$ cat src/rtl/rvfpm_issue_ctrl_if.sv
// Issue, FPU-forward, writeback and fence signals of rvfpm_issue_ctrl.
// The controller uses the slave modport; the core/FPU environment uses master.
interface rvfpm_issue_ctrl_if #(
  parameter int X_ID_WIDTH   = 4,
  parameter int MAX_INFLIGHT = 4
);
  logic                              issue_valid;
  logic [31:0]                       issue_instr;
  logic [X_ID_WIDTH-1:0]             issue_id;
  logic                              issue_ready;
  logic                              issue_illegal;
  logic                              fpu_enable;
  logic [31:0]                       fpu_instr;
  logic [X_ID_WIDTH-1:0]             fpu_id;
  logic                              fpu_full;
  logic                              wb_valid;
  logic [X_ID_WIDTH-1:0]             wb_id;
  logic                              fence_req;
  logic                              fence_done;
  logic [$clog2(MAX_INFLIGHT+1)-1:0] inflight_cnt;

  modport slave (
    input  issue_valid, issue_instr, issue_id, fpu_full, wb_valid, wb_id, fence_req,
    output issue_ready, issue_illegal, fpu_enable, fpu_instr, fpu_id, fence_done,
           inflight_cnt
  );

  modport master (
    output issue_valid, issue_instr, issue_id, fpu_full, wb_valid, wb_id, fence_req,
    input  issue_ready, issue_illegal, fpu_enable, fpu_instr, fpu_id, fence_done,
           inflight_cnt
  );
endinterface

$ cat src/rtl/rvfpm_issue_ctrl.sv
// RV32F issue controller + FP-register scoreboard between core and rvfpm FPU.
// Optional stall/issue counters are enabled by defining RVFPM_ISSUE_PERF_EN.
module rvfpm_issue_ctrl #(
  parameter int NUM_REGS     = 32,
  parameter int X_ID_WIDTH   = 4,
  parameter int MAX_INFLIGHT = 4
) (
  input  logic               ck,
  input  logic               rst,
  rvfpm_issue_ctrl_if.slave  io
`ifdef RVFPM_ISSUE_PERF_EN
  ,
  output logic [31:0]        stall_hazard_cnt,
  output logic [31:0]        stall_full_cnt,
  output logic [31:0]        issued_cnt
`endif
);

  localparam int CNT_W   = $clog2(MAX_INFLIGHT + 1);
  localparam int NUM_IDS = 2 ** X_ID_WIDTH;
  localparam logic [CNT_W-1:0] MAX_CNT = CNT_W'(MAX_INFLIGHT);
  localparam logic [CNT_W-1:0] CNT_ONE = CNT_W'(1);

  localparam logic [6:0] OPC_LOAD_FP  = 7'b0000111;
  localparam logic [6:0] OPC_STORE_FP = 7'b0100111;
  localparam logic [6:0] OPC_FMADD    = 7'b1000011;
  localparam logic [6:0] OPC_FMSUB    = 7'b1000111;
  localparam logic [6:0] OPC_FNMSUB   = 7'b1001011;
  localparam logic [6:0] OPC_FNMADD   = 7'b1001111;
  localparam logic [6:0] OPC_OP_FP    = 7'b1010011;

  typedef enum logic {ST_RUN, ST_DRAIN} state_e;

  typedef struct packed {
    logic       valid;
    logic [4:0] rd;
    logic       wr;
  } id_entry_t;

  // Instruction fields
  logic [6:0] opcode;
  logic [4:0] funct5, rd, rs1, rs2, rs3;
  assign opcode = io.issue_instr[6:0];
  assign rd     = io.issue_instr[11:7];
  assign rs1    = io.issue_instr[19:15];
  assign rs2    = io.issue_instr[24:20];
  assign rs3    = io.issue_instr[31:27];
  assign funct5 = io.issue_instr[31:27];

  logic is_legal, writes_fp, use_rs1, use_rs2, use_rs3;

  // NOTE: every signal assigned in an always_comb gets a default at the top,
  // so no path through the case statement can leave it unassigned (no latch).
  always_comb begin
    is_legal  = 1'b0;
    writes_fp = 1'b0;
    use_rs1   = 1'b0;
    use_rs2   = 1'b0;
    use_rs3   = 1'b0;
    case (opcode)
      OPC_LOAD_FP: begin
        is_legal  = 1'b1;
        writes_fp = 1'b1;
      end
      OPC_STORE_FP: begin
        is_legal = 1'b1;
        use_rs2  = 1'b1;
      end
      OPC_FMADD, OPC_FMSUB, OPC_FNMSUB, OPC_FNMADD: begin
        is_legal  = 1'b1;
        writes_fp = 1'b1;
        use_rs1   = 1'b1;
        use_rs2   = 1'b1;
        use_rs3   = 1'b1;
      end
      OPC_OP_FP: begin
        is_legal  = 1'b1;
        // Compares, FCVT.W and FMV.X/FCLASS write the integer file instead.
        writes_fp = !(funct5 inside {5'b10100, 5'b11000, 5'b11100});
        use_rs1   = !(funct5 inside {5'b11010, 5'b11110});
        use_rs2   = !(funct5 inside {5'b01011, 5'b11000, 5'b11010, 5'b11100, 5'b11110});
      end
      default: ;
    endcase
  end

  // Registered state
  state_e                state_q, state_d;
  logic [NUM_REGS-1:0]   pending_q, pending_d;
  id_entry_t             id_tab_q [NUM_IDS];
  id_entry_t             id_tab_d [NUM_IDS];
  logic [CNT_W-1:0]      cnt_q, cnt_d;
  logic                  fpu_enable_q, fpu_enable_d;
  logic [31:0]           fpu_instr_q, fpu_instr_d;
  logic [X_ID_WIDTH-1:0] fpu_id_q, fpu_id_d;
  logic                  fence_done_q, fence_done_d;

  logic run, hazard, id_busy, cnt_room, accept, illegal, wb_hit;

  assign run      = (state_q == ST_RUN) && !rst;
  assign hazard   = (use_rs1 && pending_q[rs1]) || (use_rs2 && pending_q[rs2]) ||
                    (use_rs3 && pending_q[rs3]) || (writes_fp && pending_q[rd]);
  assign id_busy  = id_tab_q[io.issue_id].valid;
  assign cnt_room = cnt_q < MAX_CNT;
  assign accept   = run && io.issue_valid && is_legal && !io.fpu_full &&
                    cnt_room && !id_busy && !hazard;
  assign illegal  = run && io.issue_valid && !is_legal;
  assign wb_hit   = io.wb_valid && id_tab_q[io.wb_id].valid;

  always_comb begin
    pending_d    = pending_q;
    id_tab_d     = id_tab_q;
    cnt_d        = cnt_q;
    fpu_enable_d = accept;
    fpu_instr_d  = fpu_instr_q;
    fpu_id_d     = fpu_id_q;
    state_d      = state_q;
    fence_done_d = 1'b0;

    // Retire first so that a same-cycle issue to the same rd leaves it pending.
    if (wb_hit) begin
      id_tab_d[io.wb_id] = '0;
      if (id_tab_q[io.wb_id].wr) pending_d[id_tab_q[io.wb_id].rd] = 1'b0;
    end
    if (accept) begin
      id_tab_d[io.issue_id] = '{valid: 1'b1, rd: rd, wr: writes_fp};
      if (writes_fp) pending_d[rd] = 1'b1;
      fpu_instr_d = io.issue_instr;
      fpu_id_d    = io.issue_id;
    end

    if (accept && !wb_hit && cnt_q != MAX_CNT)  cnt_d = cnt_q + CNT_ONE;
    else if (!accept && wb_hit && cnt_q != '0) cnt_d = cnt_q - CNT_ONE;

    case (state_q)
      ST_RUN:   if (io.fence_req && !(accept || illegal)) state_d = ST_DRAIN;
      ST_DRAIN: if (cnt_d == '0) begin
        state_d      = ST_RUN;
        fence_done_d = 1'b1;
      end
      default:  state_d = ST_RUN;
    endcase
  end

  // NOTE: sequential state uses non-blocking assignments only, so every flop
  // samples the pre-edge values regardless of statement order.
  always_ff @(posedge ck) begin
    if (rst) begin
      state_q      <= ST_RUN;
      pending_q    <= '0;
      cnt_q        <= '0;
      fpu_enable_q <= 1'b0;
      fpu_instr_q  <= '0;
      fpu_id_q     <= '0;
      fence_done_q <= 1'b0;
      // NOTE: the id table is a small flop array, not RAM; it must be cleared
      // on reset because its valid bits gate acceptance and writeback.
      for (int i = 0; i < NUM_IDS; i++) id_tab_q[i] <= '0;
    end else begin
      state_q      <= state_d;
      pending_q    <= pending_d;
      cnt_q        <= cnt_d;
      fpu_enable_q <= fpu_enable_d;
      fpu_instr_q  <= fpu_instr_d;
      fpu_id_q     <= fpu_id_d;
      fence_done_q <= fence_done_d;
      for (int i = 0; i < NUM_IDS; i++) id_tab_q[i] <= id_tab_d[i];
    end
  end

  assign io.issue_ready   = accept || illegal;
  assign io.issue_illegal = illegal;
  assign io.fpu_enable    = fpu_enable_q;
  assign io.fpu_instr     = fpu_instr_q;
  assign io.fpu_id        = fpu_id_q;
  assign io.fence_done    = fence_done_q;
  assign io.inflight_cnt  = cnt_q;

`ifdef RVFPM_ISSUE_PERF_EN
  logic [31:0] stall_hazard_q, stall_hazard_d;
  logic [31:0] stall_full_q, stall_full_d;
  logic [31:0] issued_q, issued_d;
  logic        blocked_sb, blocked_full;

  // Scoreboard blocking takes priority over resource blocking.
  assign blocked_sb   = run && io.issue_valid && is_legal && (hazard || id_busy);
  assign blocked_full = run && io.issue_valid && is_legal && !(hazard || id_busy) &&
                        (io.fpu_full || !cnt_room);

  always_comb begin
    stall_hazard_d = stall_hazard_q + {31'd0, blocked_sb};
    stall_full_d   = stall_full_q + {31'd0, blocked_full};
    issued_d       = issued_q + {31'd0, accept};
  end

  always_ff @(posedge ck) begin
    if (rst) begin
      stall_hazard_q <= '0;
      stall_full_q   <= '0;
      issued_q       <= '0;
    end else begin
      stall_hazard_q <= stall_hazard_d;
      stall_full_q   <= stall_full_d;
      issued_q       <= issued_d;
    end
  end

  assign stall_hazard_cnt = stall_hazard_q;
  assign stall_full_cnt   = stall_full_q;
  assign issued_cnt       = issued_q;
`endif

endmodule

$ cat src/flat_wrapper.sv
// flat-port wrapper written by rule: the top's interface ports become plain ports
module rvfpm_issue_ctrl_flat 
#(
  parameter int NUM_REGS     = 32,
  parameter int X_ID_WIDTH   = 4,
  parameter int MAX_INFLIGHT = 4
)
  (ck, rst, io_issue_valid, io_issue_instr, io_issue_id, io_fpu_full, io_wb_valid, io_wb_id, io_fence_req, io_issue_ready, io_issue_illegal, io_fpu_enable, io_fpu_instr, io_fpu_id, io_fence_done, io_inflight_cnt);
  rvfpm_issue_ctrl_if #(.X_ID_WIDTH(X_ID_WIDTH), .MAX_INFLIGHT(MAX_INFLIGHT)) io_i ();
  input  logic ck;
  input  logic rst;
  input wire logic [$bits(io_i.issue_valid)-1:0] io_issue_valid;
  input wire logic [$bits(io_i.issue_instr)-1:0] io_issue_instr;
  input wire logic [$bits(io_i.issue_id)-1:0] io_issue_id;
  input wire logic [$bits(io_i.fpu_full)-1:0] io_fpu_full;
  input wire logic [$bits(io_i.wb_valid)-1:0] io_wb_valid;
  input wire logic [$bits(io_i.wb_id)-1:0] io_wb_id;
  input wire logic [$bits(io_i.fence_req)-1:0] io_fence_req;
  output wire logic [$bits(io_i.issue_ready)-1:0] io_issue_ready;
  output wire logic [$bits(io_i.issue_illegal)-1:0] io_issue_illegal;
  output wire logic [$bits(io_i.fpu_enable)-1:0] io_fpu_enable;
  output wire logic [$bits(io_i.fpu_instr)-1:0] io_fpu_instr;
  output wire logic [$bits(io_i.fpu_id)-1:0] io_fpu_id;
  output wire logic [$bits(io_i.fence_done)-1:0] io_fence_done;
  output wire logic [$bits(io_i.inflight_cnt)-1:0] io_inflight_cnt;
  assign io_i.issue_valid = io_issue_valid;
  assign io_i.issue_instr = io_issue_instr;
  assign io_i.issue_id = io_issue_id;
  assign io_i.fpu_full = io_fpu_full;
  assign io_i.wb_valid = io_wb_valid;
  assign io_i.wb_id = io_wb_id;
  assign io_i.fence_req = io_fence_req;
  assign io_issue_ready = io_i.issue_ready;
  assign io_issue_illegal = io_i.issue_illegal;
  assign io_fpu_enable = io_i.fpu_enable;
  assign io_fpu_instr = io_i.fpu_instr;
  assign io_fpu_id = io_i.fpu_id;
  assign io_fence_done = io_i.fence_done;
  assign io_inflight_cnt = io_i.inflight_cnt;
  rvfpm_issue_ctrl #(.NUM_REGS(NUM_REGS), .X_ID_WIDTH(X_ID_WIDTH), .MAX_INFLIGHT(MAX_INFLIGHT)) u_core (.ck(ck), .rst(rst), .io(io_i));
endmodule
$ cat config.mk
export PLATFORM = sky130hd
export DESIGN_NAME = rvfpm_issue_ctrl_flat
export DESIGN_NICKNAME = d
export VERILOG_FILES = /design/src/rtl/rvfpm_issue_ctrl_if.sv /design/src/rtl/rvfpm_issue_ctrl.sv /design/src/flat_wrapper.sv
export SDC_FILE = /design/constraint.sdc
export NUM_CORES = 1
export LEC_CHECK = 0
export ABC_AREA = 1
export CELL_PAD_IN_SITES_DETAIL_PLACEMENT = 1
export CELL_PAD_IN_SITES_GLOBAL_PLACEMENT = 1
export CORE_MARGIN = 3
export CORE_UTILIZATION = 32
export DETAILED_ROUTE_END_ITERATION = 8
export PLACE_DENSITY = 0.68
export SKIP_CTS_REPAIR_TIMING = 1
export SLEW_MARGIN = 20
export SYNTH_ARGS = -nofsm -noshare
export SYNTH_HDL_FRONTEND = slang
export SYNTH_SLANG_ARGS = --single-unit
$ cat constraint.sdc
create_clock -name ck -period 2.6 [get_ports ck]
set_input_delay 0.52 -clock ck [delete_from_list [all_inputs] [get_ports ck]]
set_output_delay 0.52 -clock ck [all_outputs]
set_load 0.02 [all_outputs]
Word level (Yosys, flattened, before mapping)

Cells that the tools add are included.
W data, S select, Z words.

Add/sub/neg operators: 2
Magnitude comparators: 12
Equality and inequality tests: 14
Mux-type cells: 40
Bitwise logic cells: 8
Reduce and logical (&&, ||, !) cells: 47

Operators by type and width:

| operator             | number |
|---|---|
| $mux W112            | 2 |
| $mux W32             | 4 |
| $and A112 B112 Y112  | 1 |
| $bwmux W112          | 1 |
| $not A112 Y112       | 1 |
| $bmux W7 S4          | 2 |
| $demux W7 S4         | 2 |
| $mux W7              | 6 |
| $eq A7 B7 Y1 const B | 5 |
| $and A32 B32 Y32     | 1 |
| $not A32 Y32         | 1 |
| $or A32 B32 Y32      | 1 |
| $lt A5 B6 Y1 const B | 5 |
| $eq A5 B5 Y1 const B | 5 |
| $logic_and A1 B1 Y1  | 22 |
| $bmux W1 S5          | 4 |
| $logic_not A1 Y1     | 11 |
| $mux W1              | 11 |
| $demux W1 S5         | 2 |
| $ge A5 B1 Y1 const B | 2 |
| $ge A5 B5 Y1 const B | 2 |
| $lt A5 B1 Y1 const B | 2 |
| $not A4 Y5           | 2 |
| $reduce_or A5 Y1     | 2 |
| other kinds (18)     | 26 |

Register bits after elaboration: 186
Output and inout port bits: 43
Word-level logic and storage cells: 178

Logic depth before layout (Yosys ltp)

Depth in word-level cells: 18
Mapped depth: 22
Mapped depth without buffers: 19

Worst setup path after synthesis

Ideal clock, no wire load.

Path type: input to output
From: input port io_issue_instr[27]
To: output port io_issue_ready
Arrival time: 1901 ps
Path slack: 179 ps
Cell stages on the path: 12
Path buffers: 1
Path through: buf_2 > nor3_1 > nand2_1 > nand2_1 > o211ai_1 > nand3_1 > nand3_2 > nor2_4 > nand2_4 > inv_2 > nor2_1 > inv_1

Cells in the longest elaborated chain, start to end: 11

Ends and longest elaborated chain:

| element                                                  | RTL line                                       | source |
|---|---|---|
| start, declared                                          | flat_wrapper.sv:13                             | `input wire logic [$bits(io_i.issue_instr)-1:0] io_issue_instr;` |
| $eq A5 B4 Y1, or another cell as far along               | rvfpm_issue_ctrl.sv:81                         | `use_rs2 = !(funct5 inside {5'b01011, 5'b11000, 5'b11010, 5'b11100, 5'b11110});` |
| $reduce_bool A5 Y1 or $reduce_bool A2 Y1 (tied branches) | rvfpm_issue_ctrl.sv:81, rvfpm_issue_ctrl.sv:80 |  |
| $logic_not A1 Y1, on equally long branches               | rvfpm_issue_ctrl.sv:81, rvfpm_issue_ctrl.sv:80 |  |
| $pmux W1 S2                                              | rvfpm_issue_ctrl.sv:60                         | `case (opcode)` |
| $logic_and A1 B1 Y1                                      | rvfpm_issue_ctrl.sv:101                        | `assign hazard = (use_rs1 && pending_q[rs1]) \|\| (use_rs2 && pending_q[rs2]) \|\|` |
| $logic_or A1 B1 Y1 (2 in series)                         | rvfpm_issue_ctrl.sv:101                        |  |
| $logic_or A1 B1 Y1 (*)                                   | rvfpm_issue_ctrl.sv:102                        | `(use_rs3 && pending_q[rs3]) \|\| (writes_fp && pending_q[rd]);` |
| $logic_not A1 Y1 (*)                                     | rvfpm_issue_ctrl.sv:106                        | `cnt_room && !id_busy && !hazard;` |
| $logic_and A1 B1 Y1 (*)                                  | rvfpm_issue_ctrl.sv:106                        |  |
| $logic_or A1 B1 Y1 (*)                                   | rvfpm_issue_ctrl.sv:171                        | `assign io.issue_ready = accept \|\| illegal;` |
| end, declared                                            | flat_wrapper.sv:19                             | `output wire logic [$bits(io_i.issue_ready)-1:0] io_issue_ready;` |

Every way passes the cells marked *; elsewhere a longest branch is shown, timed or not. The select of a mux whose other input is x is not followed.

Final worst setup path

From: input port io_issue_instr[8]
To: output port io_issue_ready

Cells in the longest elaborated chain, start to end: 7

Ends and longest elaborated chain:

| element                       | RTL line |
|---|---|
| $bmux W1 S5                   | rvfpm_issue_ctrl.sv:102 |
| $mux W1 (implied by the code) | rvfpm_issue_ctrl.sv:102 |
| $logic_and A1 B1 Y1           | rvfpm_issue_ctrl.sv:102 |
| $logic_or A1 B1 Y1            | rvfpm_issue_ctrl.sv:102 |
| $logic_not A1 Y1              | rvfpm_issue_ctrl.sv:106 |
| $logic_and A1 B1 Y1           | rvfpm_issue_ctrl.sv:106 |
| $logic_or A1 B1 Y1            | rvfpm_issue_ctrl.sv:171 |

No other way between the ends. The select of a mux whose other input is x is not followed.

==> impl.org <==
** Outcome
- The run finished, with violations left.
- Failing checks :: negative setup slack

** Routing
- First DRT Iteration DRCs :: 555
- For this run, the detailed router's first-pass iteration total came to 5.
- The routed design has ~43 mm of wire.
- # DRC :: 0
- For this block, the via count after detailed routing is roughly 11000.
- Vias/cell :: 5.29
- Once detail routing completed, the nets flagged for antenna violations numbered 0.
- Dividing the detail-routed wire length by the instance count gives roughly 20 µm.

** STA
- Post-layout worst setup margin :: -0.0783 ns
- Setup violations remaining at the end of the flow were counted as 1.
- Least-Margin Pin Slew :: approximately 0.85 ns
- Clock skew on the completed layout was measured at about 0.016 ns.
- Max frequency :: 373 MHz
- Counting I/O delays and the setup requirement, the final critical path takes around 2.7 ns.
- In the finished design, the share of the clock period the worst path needs comes to 103%.
- Worst Hold Slack :: just over 0.4 ns
- Unrepaired setup endpoints after global routing :: true
- Final sum of negative setup slack :: -0.0783 ns
- Measured against its own limit, the worst slew margin works out to between 40% and 50%.
- The number of slew-limit violations in the final report came to 0.
- The number of hold violations in the final report came to 0.

** Critical path
- Along the worst path, the maximum fanout reaches 8.
- In this run the register-to-register setup slack is roughly 0.15 ns.
- The worst setup path is launched from a primary input.
- Data arrives at the worst endpoint at between 2 and 2.5 ns.
- CP max stage delay :: between 0.15 and 0.2 ns
- The critical path is of the in2out type.
- Critical path endpoint category :: output port
- For this design, the slowest cell found on the critical path is nor2_2.
- Crit-path cells :: clkbuf_2 -> buf_6 -> nand2_1 -> nor2_1 -> nor2_1 -> nand2_1 -> nand2_1 -> nand2_1 -> nor2_2 -> nand3_4 -> nand3_4 -> nor2_4 -> nand2_4 -> inv_4 -> nor2_4 -> inv_2 -> buf_6
- Cell repeated most along the worst path :: nand2_1
- At the worst endpoint, the required time is 2.08 ns.

** Hold path
- Hold Crit Class :: in2reg

** Clock tree
- After clock tree synthesis, the clock-pin slew on the worst setup and hold paths is ~0.07 ns.
- The H-tree was split into 4 levels.
- CTS tree :: built
- Largest buffer count on any clock path :: 2
- Clock latency on the worst-skew pair, taken at its later pin, is between 0.4 and 0.5 ns.
- Clk Tree Root Cell :: clkbuf_16
- CTS saw between 150 and 200 sinks.
- Clock buffer count from CTS :: 17

** Cells and area
- Diodes inserted :: 0
- The top cell types in the final layout, fill and taps aside, are nand2_1, buf_4, dfxtp_1.
- Most common cell after layout, fill and taps aside :: nand2_1
- Relative to the synthesized area, the layout overhead comes to 38.6%.
- For this run, the post-layout net count is 1807.
- After filler insertion, the fill cell instance count of the layout stands at between 3000 and 4000.
- Of the cells placed in the final design, the portion with a size suffix greater than 1 is 29.5%.

** Synthesis
- dfxtp_1 takes more of the synthesized area than any other cell.
- After synthesis, the share of flip-flops with an asynchronous set or reset is 0%.
- Sequential cells were found to cover between 30% and 40% of the synthesized design area.
- Dividing the synthesized area by the synthesized cell count gives ~7 µm².
- Ys Warns :: 0
- Sorting the synthesized cells by area gives the leading types as dfxtp_1, nand2_1, a211oi_2, nor2_1, a21oi_1.
- Area fraction of the dominant cell type after synthesis :: between 30 and 40%
- Dominant synthesized flop cell :: dfxtp_1
- Number of flops mapped to enable cells by yosys :: 0
- Summing every instance area after synthesis gives around 10000 µm².
- Number of distinct standard cells referenced by the synthesized netlist :: 36
- Gate count of the mapped netlist :: approximately 1500
- Number of storage elements in the synthesis netlist :: ~190
- Syn Nets :: between 1500 and 2000

** Pwr
- Ratio of total power to cell area :: 448 nW/µm²
- For this design the total switching power over the nets is about 1.8 mW.
- Sw Share :: 27.9%
- Share of total power in sequential cells :: ~45%
- Summed over all cells, the static leakage comes to between 5 and 6 nW.
- The internal portion of the total power is between 4 and 5 mW.
- Across the VDD grid, the largest voltage drop is between 0.0004 and 0.0005 V.
- Combinational share of power :: approximately 12%
- Clock network power share :: 43.4%

** Flow run
- Across the run, the number of max-cap violations was 0.

** GRT
- Pin count of the biggest net entering global routing :: between 70 and 80
- Global routing used 24.2% of the available tracks across all layers.
- The first global-routing pass estimated between 60 and 70 mm of wire.
- Initial antenna violation count :: 0
- Residual overflow from global routing :: 0
- Vias in the first global route :: between 10000 and 15000

** Place
- Routability-driven placement finished with a final weighted congestion of 0.962.
- In this run the tool buffered the top-level ports with between 80 and 90 buffer cells.
- Detailed Place HPWL :: between 30 and 40 mm

** Floorplanning
- Die extent in y :: roughly 190 µm
- Cell Rows :: 65
- In this run the standard cell core region covers 31600 µm².
- Starting density of the core :: approximately a third
- Die width :: about 190 µm
- In this run the count of I/O pins placed on the die edge is 89.
- Die ar. :: roughly 34000 µm²
-- cell families (layout without fill, tap and decap cells) --
family / after synthesis / count (layout) / share of synthesized area (%)
AO/OA/AOI/OAI: 320 / 320 / 22.8
AND/OR/NAND/NOR: 773 / 773 / 31.9
adder cells (fa/ha/maj): 3 / 3 / 0.364
flip-flops: 186 / 186 / 36.1
XOR/XNOR: 2 / 2 / 0.170
buffers and inverters: 190 / 487 / 8.68
-- flip-flops by register name (all words and copies together) (netlist names) --
signal,flops
u_core.io.fpu_instr,32
u_core.id_tab_q,112
u_core.io.inflight_cnt,3
u_core.io.fpu_id,4
u_core.pending_q,32
u_core.io.fpu_enable,1
u_core.state_q,1
u_core.io.fence_done,1
-- critical path, delay by kind of cell --
kind,cells,cell delay (ns)
AND/OR/NAND/NOR,12,1.14
buffers and inverters,5,0.49
-- final timing paths --
check | endpoint | depth (start not counted) | from
max | io_issue_ready | 17 | io_issue_instr[8]
min | u_core.io.fpu_instr[2] | 3 | io_issue_instr[2]
max reg2reg | u_core.io.inflight_cnt[2] | 20 | u_core.pending_q[0]
min reg2reg | u_core.io.fpu_instr[0] | 2 | u_core.io.fpu_instr[0]
-- cell type report --
cell class	instances	area, µm²	share of cell area, %
Clock buffer	18	439	3.07
Clock inverter	14	166	1.16
Sequential cell	186	3760	26.3
Tap cell	402	503	3.52
Multi-Input combinational cell	1098	5980	41.8
Inverter	99	400	2.80
Timing Repair Buffer	354	3040	21.3
Timing Repair inverter	2	12.5	0.0875
-- synthesized netlist by cell type (all sizes together), types with 4 or more instances --
master	number
inv	98
nor2	183
a21oi	88
o22ai	4
nor3	23
o21ai	74
a22oi	49
nand2	442
dfxtp	186
nand3	81
nand4	42
a211oi	98
o31ai	4
clkbuf	35
buf	56
-- per-layer routing --
layer	global-route usage [%]	vias to the layer above	part of all wire, %
met3	2.76	93	3.0
met1	30.9	5619	45
met4	9.41	0	4.0
met5	0	-	0
li1	-	5515	-
met2	41.8	261	48
-- power by group through the flow --
stage | registers, mW | logic (mW) | clock network, mW
floorplan | 2.93 | 0.320 | 0
global placement | 2.92 | 0.684 | 0
detailed placement | 2.92 | 0.694 | 0
CTS | 2.85 | 0.699 | 2.82
global route | 2.85 | 0.834 | 2.92
finish | 2.85 | 0.779 | 2.78
-- stage by stage --
| step | util (%) | setup WS [ns] | instance area (µm²) | total power, mW | cells |
|---|---|---|---|---|---|
| 2_1_floorplan | - | 0.179 | 10300 | 3.25 | 1474 |
| 3_3_place_gp | 41.2 | -0.971 | 13000 | 3.61 | 2104 |
| 3_5_place_dp | 41.2 | -1.04 | 13000 | 3.62 | 2104 |
| 4_1_cts | 43.1 | -1.06 | 13600 | 6.38 | 2136 |
| 5_1_grt | 45.2 | -0.163 | 14300 | 6.61 | 2173 |
| 6_report | 45.2 | -0.0783 | 14300 | 6.41 | 2173 |
No activity file was read; power rests on OpenSTA's default activity.
